`config.mk`:
```
export PLATFORM = sky130hd
export DESIGN_NAME = masked_and_feeder
export DESIGN_NICKNAME = d
export VERILOG_FILES = /design/src/rtl/masked_and_feeder.sv
export SDC_FILE = /design/constraint.sdc
export NUM_CORES = 1
export LEC_CHECK = 0
export CAP_MARGIN = 20
export CORE_AREA = 2 2 101 103
export CTS_BUF_LIST = sky130_fd_sc_hd__clkbuf_8
export CTS_CLUSTER_DIAMETER = 80
export DETAILED_ROUTE_END_ITERATION = 6
export DIE_AREA = 0 0 103 105
export GPL_TIMING_DRIVEN = 0
export SLEW_MARGIN = 15
export SYNTH_ARGS = -nofsm -noshare
export SYNTH_HDL_FRONTEND = slang
export SYNTH_SLANG_ARGS = --single-unit
```
`constraint.sdc`:
```
create_clock -name clk -period 2.2 [get_ports clk]
set_input_delay 0.33 -clock clk [delete_from_list [all_inputs] [get_ports clk]]
set_output_delay 0.33 -clock clk [all_outputs]
set_load 0.01 [all_outputs]
```
`src/rtl/masked_and_feeder.sv`:
```
// masked_and_feeder
//   Splits one plaintext operand pair (a, b) into 3 Boolean shares each and feeds
//   them, with fresh refresh randomness, to an external masked AND gadget. It
//   waits for the gadget to finish, holds the result shares until they are
//   consumed, and then clears all share registers before the next operand.
//
// Ports
//   clk, rst_n            clock, asynchronous active-low reset
//   a_in, b_in, in_valid  plaintext operand bits and their valid strobe
//   in_ready              high while idle (operand can be accepted)
//   ina, inb              operand shares to the gadget (index 0 = masked share)
//   rin                   gadget refresh randomness {r6, r5, r4}
//   and_enable            gadget enable, high only while waiting for the gadget
//   and_done, and_out     gadget completion flag and result shares
//   res_shares            captured result shares
//   res_valid, res_ready  result handshake
//   err                   sticky gadget timeout flag, cleared only by reset
module masked_and_feeder #(
  parameter int          D       = 3,
  parameter logic [31:0] SEED    = 32'hACE12468,
  parameter int          TIMEOUT = 8
) (
  input  logic                   clk,
  input  logic                   rst_n,
  input  logic                   a_in,
  input  logic                   b_in,
  input  logic                   in_valid,
  output logic                   in_ready,
  output logic [D-1:0]           ina,
  output logic [D-1:0]           inb,
  output logic [D*(D-1)/2-1:0]   rin,
  output logic                   and_enable,
  input  logic                   and_done,
  input  logic [D-1:0]           and_out,
  output logic [D-1:0]           res_shares,
  output logic                   res_valid,
  input  logic                   res_ready,
  output logic                   err
);

  localparam logic [31:0] TAPS = 32'h80200003;
  localparam int          CW   = (TIMEOUT > 1) ? $clog2(TIMEOUT) : 1;

  typedef enum logic [2:0] {
    IDLE,
    GATHER,
    LOAD,
    RUN,
    HOLD,
    CLEAR,
    ERR
  } state_t;

  state_t        state;
  logic [31:0]   lfsr;
  logic [6:0]    r;
  logic [2:0]    gcnt;
  logic [CW-1:0] run_cnt;
  logic          a_q;
  logic          b_q;

  assign in_ready = (state == IDLE);

  always_ff @(posedge clk or negedge rst_n) begin
    if (!rst_n) begin
      state      <= IDLE;
      lfsr       <= SEED;
      r          <= '0;
      gcnt       <= '0;
      run_cnt    <= '0;
      a_q        <= 1'b0;
      b_q        <= 1'b0;
      ina        <= '0;
      inb        <= '0;
      rin        <= '0;
      res_shares <= '0;
      and_enable <= 1'b0;
      res_valid  <= 1'b0;
      err        <= 1'b0;
    end else begin
      case (state)
        IDLE: begin
          if (in_valid) begin
            a_q   <= a_in;
            b_q   <= b_in;
            gcnt  <= '0;
            state <= GATHER;
          end
        end

        // One Galois LFSR step per cycle; r[0] is the first bit drawn.
        GATHER: begin
          r[gcnt] <= lfsr[0];
          lfsr    <= {1'b0, lfsr[31:1]} ^ (lfsr[0] ? TAPS : '0);
          gcnt    <= gcnt + 3'd1;
          if (gcnt == 3'd6) begin
            state <= LOAD;
          end
        end

        // Share vectors are written MSB-first, so index 0 is the rightmost term.
        LOAD: begin
          ina        <= {r[1], r[0], a_q ^ r[0] ^ r[1]};
          inb        <= {r[3], r[2], b_q ^ r[2] ^ r[3]};
          rin        <= r[6:4];
          and_enable <= 1'b1;
          run_cnt    <= '0;
          state      <= RUN;
        end

        // run_cnt holds the number of completed RUN cycles; done wins over
        // the timeout on the last allowed cycle.
        RUN: begin
          if (and_done) begin
            res_shares <= and_out;
            res_valid  <= 1'b1;
            and_enable <= 1'b0;
            state      <= HOLD;
          end else if (run_cnt == CW'(TIMEOUT - 1)) begin
            ina        <= '0;
            inb        <= '0;
            rin        <= '0;
            res_shares <= '0;
            and_enable <= 1'b0;
            err        <= 1'b1;
            state      <= ERR;
          end else begin
            run_cnt <= run_cnt + 1'b1;
          end
        end

        HOLD: begin
          if (res_ready) begin
            ina        <= '0;
            inb        <= '0;
            rin        <= '0;
            res_shares <= '0;
            res_valid  <= 1'b0;
            state      <= CLEAR;
          end
        end

        CLEAR: begin
          state <= IDLE;
        end

        ERR: begin
          state <= ERR;
        end

        default: begin
          state <= IDLE;
        end
      endcase
    end
  end

endmodule

```
# After elaboration in Yosys (flattened, before gate mapping)
# Cells that the tools add are included.
# totals
output_inout_bits,16
word_cells,83
reg_bits,65
# op_classes
n_eq_ne,15
order_cmp,2
n_addsub,2
muxes,29
bitwise_logic,6
reduce_logical,15
# ops
operator,count
3-bit two-way mux,12
32-bit two-way mux,1
31-bit by 32-bit XOR with 32-bit output,1
3-bit one-hot mux with 3 select lines,3
3-bit one-hot mux with 2 select lines,3
3-bit one-hot mux with 6 select lines,1
2-bit != test (second input constant),7
3-bit == test (second input constant),4
3-bit AND reduction,4
4-bit AND reduction,2
7-bit bitwise mux,1
3-bit by 1-bit adder with 3-bit output (second input constant),2
3-bit by 2-bit == test with 1-bit output (second input constant),2
2-bit AND reduction,3
2-bit nonzero test,3
1-bit two-way mux,5
3-bit by 4-bit < comparator with 1-bit output (second input constant),1
1-bit one-hot mux with 2 select lines,2
1-bit XOR,4
1-bit demux with 3-bit select,1
3-bit by 1-bit == test with 1-bit output (second input constant),1
3-bit by 1-bit greater-or-equal comparator with 1-bit output (second input constant),1
3-bit zero test,1
3-bit != test (second input constant),1
3 further kinds,3

# Longest topological paths before layout
# Gate-level depths: netlist (run 1).
# logic_depth
ltp_word,5
depth_mapped,7
ltp_nobuf,6

# Least setup slack after synthesis (run 1)
# OpenSTA, ideal clock, no wires.
# synth_path
kind,reg2reg
startpoint,reg run_cnt[0]
endpoint,reg res_shares[0]
synth_period_minus_slack_ps,1652
setup_time_ps,126
stages_incl_launch_ff,8
required_ps,2074
setup_slack_ps,548
arrival_ps,1526
cell_sequence,dfrtp_1 > ha_1 > ha_1 > or2_2 > clkbuf_1 > nand3_1 > nand2_1 > mux2i_1
# synth_via
elab_chain_cells,3
# synth_rtl
element,line_no,source
from (decl),58,logic [CW-1:0] run_cnt;
from (signal assigned),128,run_cnt <= run_cnt + 1'b1;
3-bit == test,119,end else if (run_cnt == CW'(TIMEOUT - 1)) begin
3-bit != test (no line),-,
3-bit AND reduction (no line),-,
to (signal assigned),115,res_shares <= and_out;
to (decl),35,"output logic [D-1:0] res_shares,"
# Every way passes these cells.
# A chain may end at the register's enable or synchronous reset.

# Worst setup path after layout (run 1)
# layout_path
startpoint,reg state[1]
endpoint,out in_ready
# layout_via
elab_chain_cells,1
# layout_rtl
element,line_no,source
from (decl),54,state_t state;
from (signal assigned),66,state <= IDLE;
from (signal assigned),87,state <= GATHER;
from (signal assigned),97,state <= LOAD;
3-bit zero test,62,assign in_ready = (state == IDLE);
to (decl),28,"output logic in_ready,"
# Every way passes these cells.

==> results of run 1 <==
cell usage after synthesis (all sizes together):
| master | count |
|---|---|
| mux2 | 9 |
| ha | 4 |
| a21oi | 4 |
| o31ai | 1 |
| clkbuf | 7 |
| dfstp | 13 |
| or2 | 1 |
| a22o | 1 |
| dfrtp | 52 |
| nand2b | 2 |
| a211oi | 1 |
| a31oi | 1 |
| nand3 | 7 |
| nor4 | 2 |
| a21o | 1 |
| a21boi | 1 |
| nor2b | 2 |
| nor2 | 7 |
| o21ai | 13 |
| or3b | 1 |
| xnor2 | 7 |
| inv | 17 |
| nand2 | 111 |
| a22oi | 3 |
| mux2i | 12 |
| buf | 8 |
| a221oi | 1 |
| nor3 | 3 |
| a32o | 1 |
worst paths after layout:
| check | slack [ps] | cells past startpoint | end | from |
|---|---|---|---|---|
| min in group clk | 460 | 2 | lfsr[5] | lfsr[5] |
| max in group asynchronous | 1290 | 3 | lfsr[22] | rst_n |
| worst min register to register | 460 | 2 | lfsr[5] | lfsr[5] |
| worst min-delay path | 350 | 2 | run_cnt[2] | rst_n |
| worst max register to register | 370 | 4 | r[1] | state[2] |
| worst max-delay path | 110 | 3 | in_ready | state[1] |
placed cells by master (no fill, tap or decap), types with 2 or more instances in the layout:
master / synthesis / layout
buf_1: 2 / 2
o21ai_0: 13 / 13
inv_1: 17 / 20
mux2i_1: 12 / 12
nand3_1: 6 / 6
ha_1: 4 / 4
a21oi_1: 4 / 4
nor2b_1: 2 / 2
buf_4: 1 / 3
clkbuf_8: 0 / 11
clkbuf_1: 7 / 6
nor2_1: 6 / 6
dfstp_2: 13 / 13
dfrtp_1: 52 / 52
mux2_1: 2 / 2
buf_2: 5 / 5
clkdlybuf4s50_1: 0 / 24
nand2_1: 111 / 111
nor4_1: 2 / 2
mux2_2: 6 / 6
xnor2_1: 7 / 7
a22oi_1: 2 / 2
nand2b_1: 2 / 2
nor3_2: 1 / 2
bufinv_16: 0 / 2
sequential cells by signal, indices dropped and copies added, names as in the netlist:
name / flops
r: 7
gcnt: 3
state: 3
res_valid: 1
ina: 3
b_q: 1
run_cnt: 3
inb: 3
res_shares: 3
a_q: 1
err: 1
lfsr: 32
rin: 3
and_enable: 1
power by group:
group	switching, uW	internal, uW
logic	1040	727
registers	173	1400
clock network	440	688
critical path, stage by stage (launching register included):
cell and delay, ps:
dfrtp_1 390, buf_2 190, nor3_2 260, clkdlybuf4s50_1 580
cell families (layout without fill, tap and decap cells):
| kind of cell | Yosys count | after routing | synth area share, % |
|---|---|---|---|
| and+or+nand+nor | 136 | 136 | 19.8 |
| DFF | 65 | 65 | 57.7 |
| buffers and inverters | 32 | 75 | 4.57 |
| AOI/OAI and AO/OA | 28 | 28 | 6.19 |
| muxes | 21 | 21 | 7.90 |
| xor gates and xnor gates | 7 | 7 | 2.15 |
| adders and majority gates | 4 | 4 | 1.76 |
final cells by class:
type	instances	area [um2]	share of cell area [%]
tap	133	166	4.71
buffer	14	62.6	1.77
multi-input combinational	196	1080	30.6
timing repair buffer	28	293	8.29
inverter	17	63.8	1.81
sequential	65	1640	46.5
clock inverter	5	71.3	2.02
clock buffer	11	151	4.29
per-stage QoR:
step                utilization [%]  cells
floorplan                         -    293
global placement               33.9    451
detailed placement             34.1    452
CTS                            36.6    469
global route                   36.6    469
finish                         36.6    469
routing by layer:
layer | track usage [%] | up-vias
li1 | - | 1014
met1 | 13.8 | 978
met2 | 16.3 | 27
met3 | 3.61 | 6
met4 | 5.36 | 0
met5 | 0 | -
repair_timing:
item	4_1_cts	5_1_grt
setup endpoints to repair	1	1
hold buffers	1	0
cloned	0	0
pin swaps	0	1
gates resized for setup	1	0
endpoints found under the hold margin	5	0
buffers inserted	0	1
==> results.cfg, run 1 <==
[run_status]
outcome = finished, final reports clean

[drt]
wl_met1_mm = 2.42
ant_nets = 0
wl_met3_um = 213
viasPerCell = 4.32
drt_wl_total_mm = 5.06
first_iter_violations = 137
dr_total_vias = 2025
wl_met2_mm = 2.34
dr.pass1.iters = 4
drcViolationCount = 0
maxUsedRoutingLayer = met4
avgRoutedWirePerCell_um = 10.8

[timing]
tightest_slew_ps = 497
tns_ps = 0
slew-limit-headroom_pct = 66.9
report.final.hold_viol_count = 0
layout_min_cycle_time_ps = 2090
final.setup.worst_slack_ps = 111
setup_viol = 0
hold_ws_ps = 349
slew_violations = 0
timing.fmax_mhz = 479
fin_skew_ps = 5.85
fin_crit_sh_pct = 95.0

[floorplan]
fp.coreArea_mm2 = 0.00964
die_h_um = 105
num_rows = 36
die_area_mm2 = 0.0108
num_io_pins = 26
initial_core_util_pct = 29.6
die_w_um = 103

[final_layout]
stdcell_area_mm2 = 0.00353
diodes = 0
final_nets = 345
area_delta_synth_final_pct = 24.0
layout-drive-gt1-share_pct = 14.3
fillers = 1003

[global_route]
grt_overflow = 0
grt_pass1_wl_mm = 9.05
grt_max_degree = 61
antenna_found_initial = 0
grtUsageTotal_pct = 10.8
grt_pass1_vias = 1984

[critical_path]
crit_type = register to primary output
cp.required_ps = 1870
worstPathArrival_ps = 1760
startpoint_type = register
worstSetupEndpointType = primary output
critPathMaxFanout = 10

[power_and_ir_drop]
vdd_drop_max_mv = 0.506
power_density_mw_per_mm2 = 1260
finalPower_uw = 4470
p_leak_uw = 0.00171

[yosys]
syn_area_per_cell_um2 = 9.72
syn_area_mm2 = 0.00285
synth_cells = 293
syn_nets = 307
ys_types = 37
ys_seq_elements = 65
synth_area_leaders = dfrtp_1 46%, nand2_1 15%, dfstp_2 12%, mux2i_1 4.2%, mux2_2 2.4%
yosys_warnings = 0
synth_top_cell_by_area = dfrtp_1
synth.top_cell.area_share_pct = 45.7
ys_seq_area_share_pct = 57.7

[cts]
cts_tree = done
root_buffer = clkbuf_8
cts_sinks = 65
insertion_delay_ps = 340
numCtsBuffers = 9
ctsHtreeMaxLevel = 3
clock_path_buffers = 2
clk_pin_slew_ps = 70

[place]
dpl.hpwl_mm = 3.39
gp_congestion = 0.719
io_buffer_count = 25
pre_cts_ws_ps = 257
postPlaceCellArea_mm2 = 0.00329

[worst_hold_path]
hp-class = input port to asynchronous set/reset pin

[flow_run]
drv_cap = 0
Power figures use the tool's default switching activity.
==> run 2: changes to the inputs <==
Settings changed: ABC_AREA set to 1, CORE_AREA 2 2 101 103 to 2 2 103 105, DIE_AREA 0 0 103 105 to 0 0 105 107.
==> run 2 against run 1 <==
Routed wire length grew 15%. Total power grew 7.6%. Register-to-register slack gained 270 ps. Critical endpoint unchanged. Design area grew 4.6%. Global-route usage grew 0.77 points. Critical path depth grew 1. Non-clock buffer count shrank 4. Clock skew grew 1.6 ps. Synthesized cell count grew 18%.
==> results.cfg, run 2 <==
[run_status]
outcome = finished, final reports clean

[global_route]
grt_busiest_layer = met2
met1_usage_pct = 14.8
grt_max_degree = 38
grt_pass1_wl_mm = 10.5
met2_usage_pct = 18.6
antenna_found_initial = 0
grt_pass1_vias = 2245
grt_overflow = 0
grt_use_met3_pct = 3.65
grtUsageTotal_pct = 11.6

[flow_run]
drv_cap = 0

[cts]
ctsHtreeMaxLevel = 3
numCtsBuffers = 9
insertion_delay_ps = 340
clk_pin_slew_ps = 70
clock_path_buffers = 2
root_buffer = clkbuf_8
cts_sinks = 65
cts_tree = done

[yosys]
ys_seq_area_share_pct = 54.9
synth_edf_count = 0
ys_types = 28
syn_area_per_cell_um2 = 8.65
synth.most_common_cell = nand2_1
synth_area_leaders = dfrtp_1 43%, nand2_1 15%, dfstp_2 11%, o21ai_0 6.7%, inv_1 4.3%
syn_nets = 360
async_flop_share_pct = 100
synth_flop_cell = dfrtp_1
synth_cells = 346
yosys_warnings = 0
synth.top_cell.area_share_pct = 43.5
ys_seq_elements = 65
syn_area_mm2 = 0.00299
synth_common_cells = 119 x nand2_1, 52 x dfrtp_1, 40 x o21ai_0
synth_top_cell_by_area = dfrtp_1

[critical_path]
cp.required_ps = 1870
worstSetupEndpointType = primary output
critPathMaxFanout = 5
crit_type = register to primary output
worstPathArrival_ps = 1390
r2r-start = run_cnt[0]
rr_worst_depth = 8
startpoint = state[1]
startpoint_type = register

[timing]
slew_violations = 0
layout_min_cycle_time_ps = 1720
timing.fmax_mhz = 582
setup_viol = 0
report.final.hold_viol_count = 0
fin_crit_sh_pct = 78.1
tightest_slew_ps = 434
tns_ps = 0
fin_skew_ps = 7.45
rsz0062_at_grt = false
slew-limit-headroom_pct = 71.1

[drt]
ant_nets = 0
viasPerCell = 4.29
dr.pass1.iters = 4
drcViolationCount = 0
avgRoutedWirePerCell_um = 11.1
dr_total_vias = 2250
first_iter_violations = 82
drt_wl_total_mm = 5.82

[final_layout]
stdcell_area_mm2 = 0.00370
top_regs = lfsr (32), r (7)
mostFrequentLayoutCells = 119 x nand2_1, 51 x dfrtp_1, 40 x o21ai_0
final_nets = 398
fin_cells = 525
area_delta_synth_final_pct = 23.5
largest_reg_flops = 32
layout-drive-gt1-share_pct = 15.4
diodes = 0
fillers = 1073
top_register = lfsr
utilization_pct = 36.6
layout.cells.most_common = nand2_1

[place]
postPlaceCellArea_mm2 = 0.00343
dpl.hpwl_mm = 4.06
gp_congestion = 0.809
dp.cells = 508
io_buffer_count = 25

[floorplan]
num_rows = 37
initial_core_util_pct = 29.7
die_area_mm2 = 0.0112
die_w_um = 105
num_io_pins = 26
die_h_um = 107
fp.coreArea_mm2 = 0.0101

[power_and_ir_drop]
power_density_mw_per_mm2 = 1300
finalPower_uw = 4810
p_leak_uw = 0.00174
vdd_drop_max_mv = 0.569

[worst_hold_path]
hp-class = input port to asynchronous set/reset pin
==> run 2: changes by cell type after synthesis, moves of 6 or more <==
cell	delta
o21ai_0	+27
mux2i_1	-12
inv_1	+17
nand2_1	+8
mux2_2	-6
nand3_1	+9
nor2_1	+17
==> run 2: through the flow <==
| stage | setup WS, ps | hold slack [ps] |
|---|---|---|
| global route | 379 | 461 |
| floorplan | 802 | 34.4 |
| finish | 483 | 441 |
| detailed placement | 424 | 280 |
| CTS | 28.4 | 435 |
| global placement | -1290 | 456 |
==> run 2: kinds of logic after synthesis <==
kind of cell / synth area share, %
AO/OA/AOI/OAI: 8.82
XOR/XNOR: 0.878
adder cells (fa/ha/maj): 1.67
buffers and inverters: 7.32
flip-flops: 54.9
AND/OR/NAND/NOR: 26.4
==> run 2: path summary, 6_finish.rpt <==
check,endpoint,slack [ps]
max reg2reg,state[1],640
max,in_ready,480
min,lfsr[7],440
max in group asynchronous,lfsr[26],1170
min in group clk,lfsr[22],460
min reg2reg,lfsr[22],460
==> run 2: worst max-delay path, cell delays in order, from the launching register on <==
cell and delay, ps:
dfrtp_1 470, nor2_4 200, inv_1 50, nor2_1 130
dlymetal6s2s_1 190
==> run 2: layout make-up <==
| type | instances | area (um2) | area share (%) |
|---|---|---|---|
| Timing Repair Buffer | 27 | 280 | 7.58 |
| Buffer | 11 | 72.6 | 1.96 |
| Tap cell | 136 | 170 | 4.60 |
| Clock buffer | 10 | 138 | 3.72 |
| Inverter | 39 | 146 | 3.96 |
| Multi-Input combinational cell | 231 | 1130 | 30.6 |
| Sequential cell | 65 | 1640 | 44.5 |
| Clock inverter | 6 | 114 | 3.08 |
==> run 2: what timing repair did <==
action / in CTS / in global routing
gates resized for setup: 0 / 2
endpoints found under the hold margin: 25 / 0
endpoints found under the setup margin: 0 / 1
buffers inserted: 0 / 0
hold buffers: 1 / 0
==> run 2: metal layers <==
layer / wire length, um / vias up / share of wire [%]
li1: - / 1156 / -
met1: 2860 / 1054 / 49
met2: 2690 / 34 / 46
met3: 217 / 6 / 3.7
met4: 57 / 0 / 0.98
met5: 0 / - / 0
==> run 2: where the power goes <==
part | total (uW) | switching, uW | internal (uW)
logic | 1790 | 1130 | 657
clock network | 1270 | 480 | 787
registers | 1750 | 194 | 1560
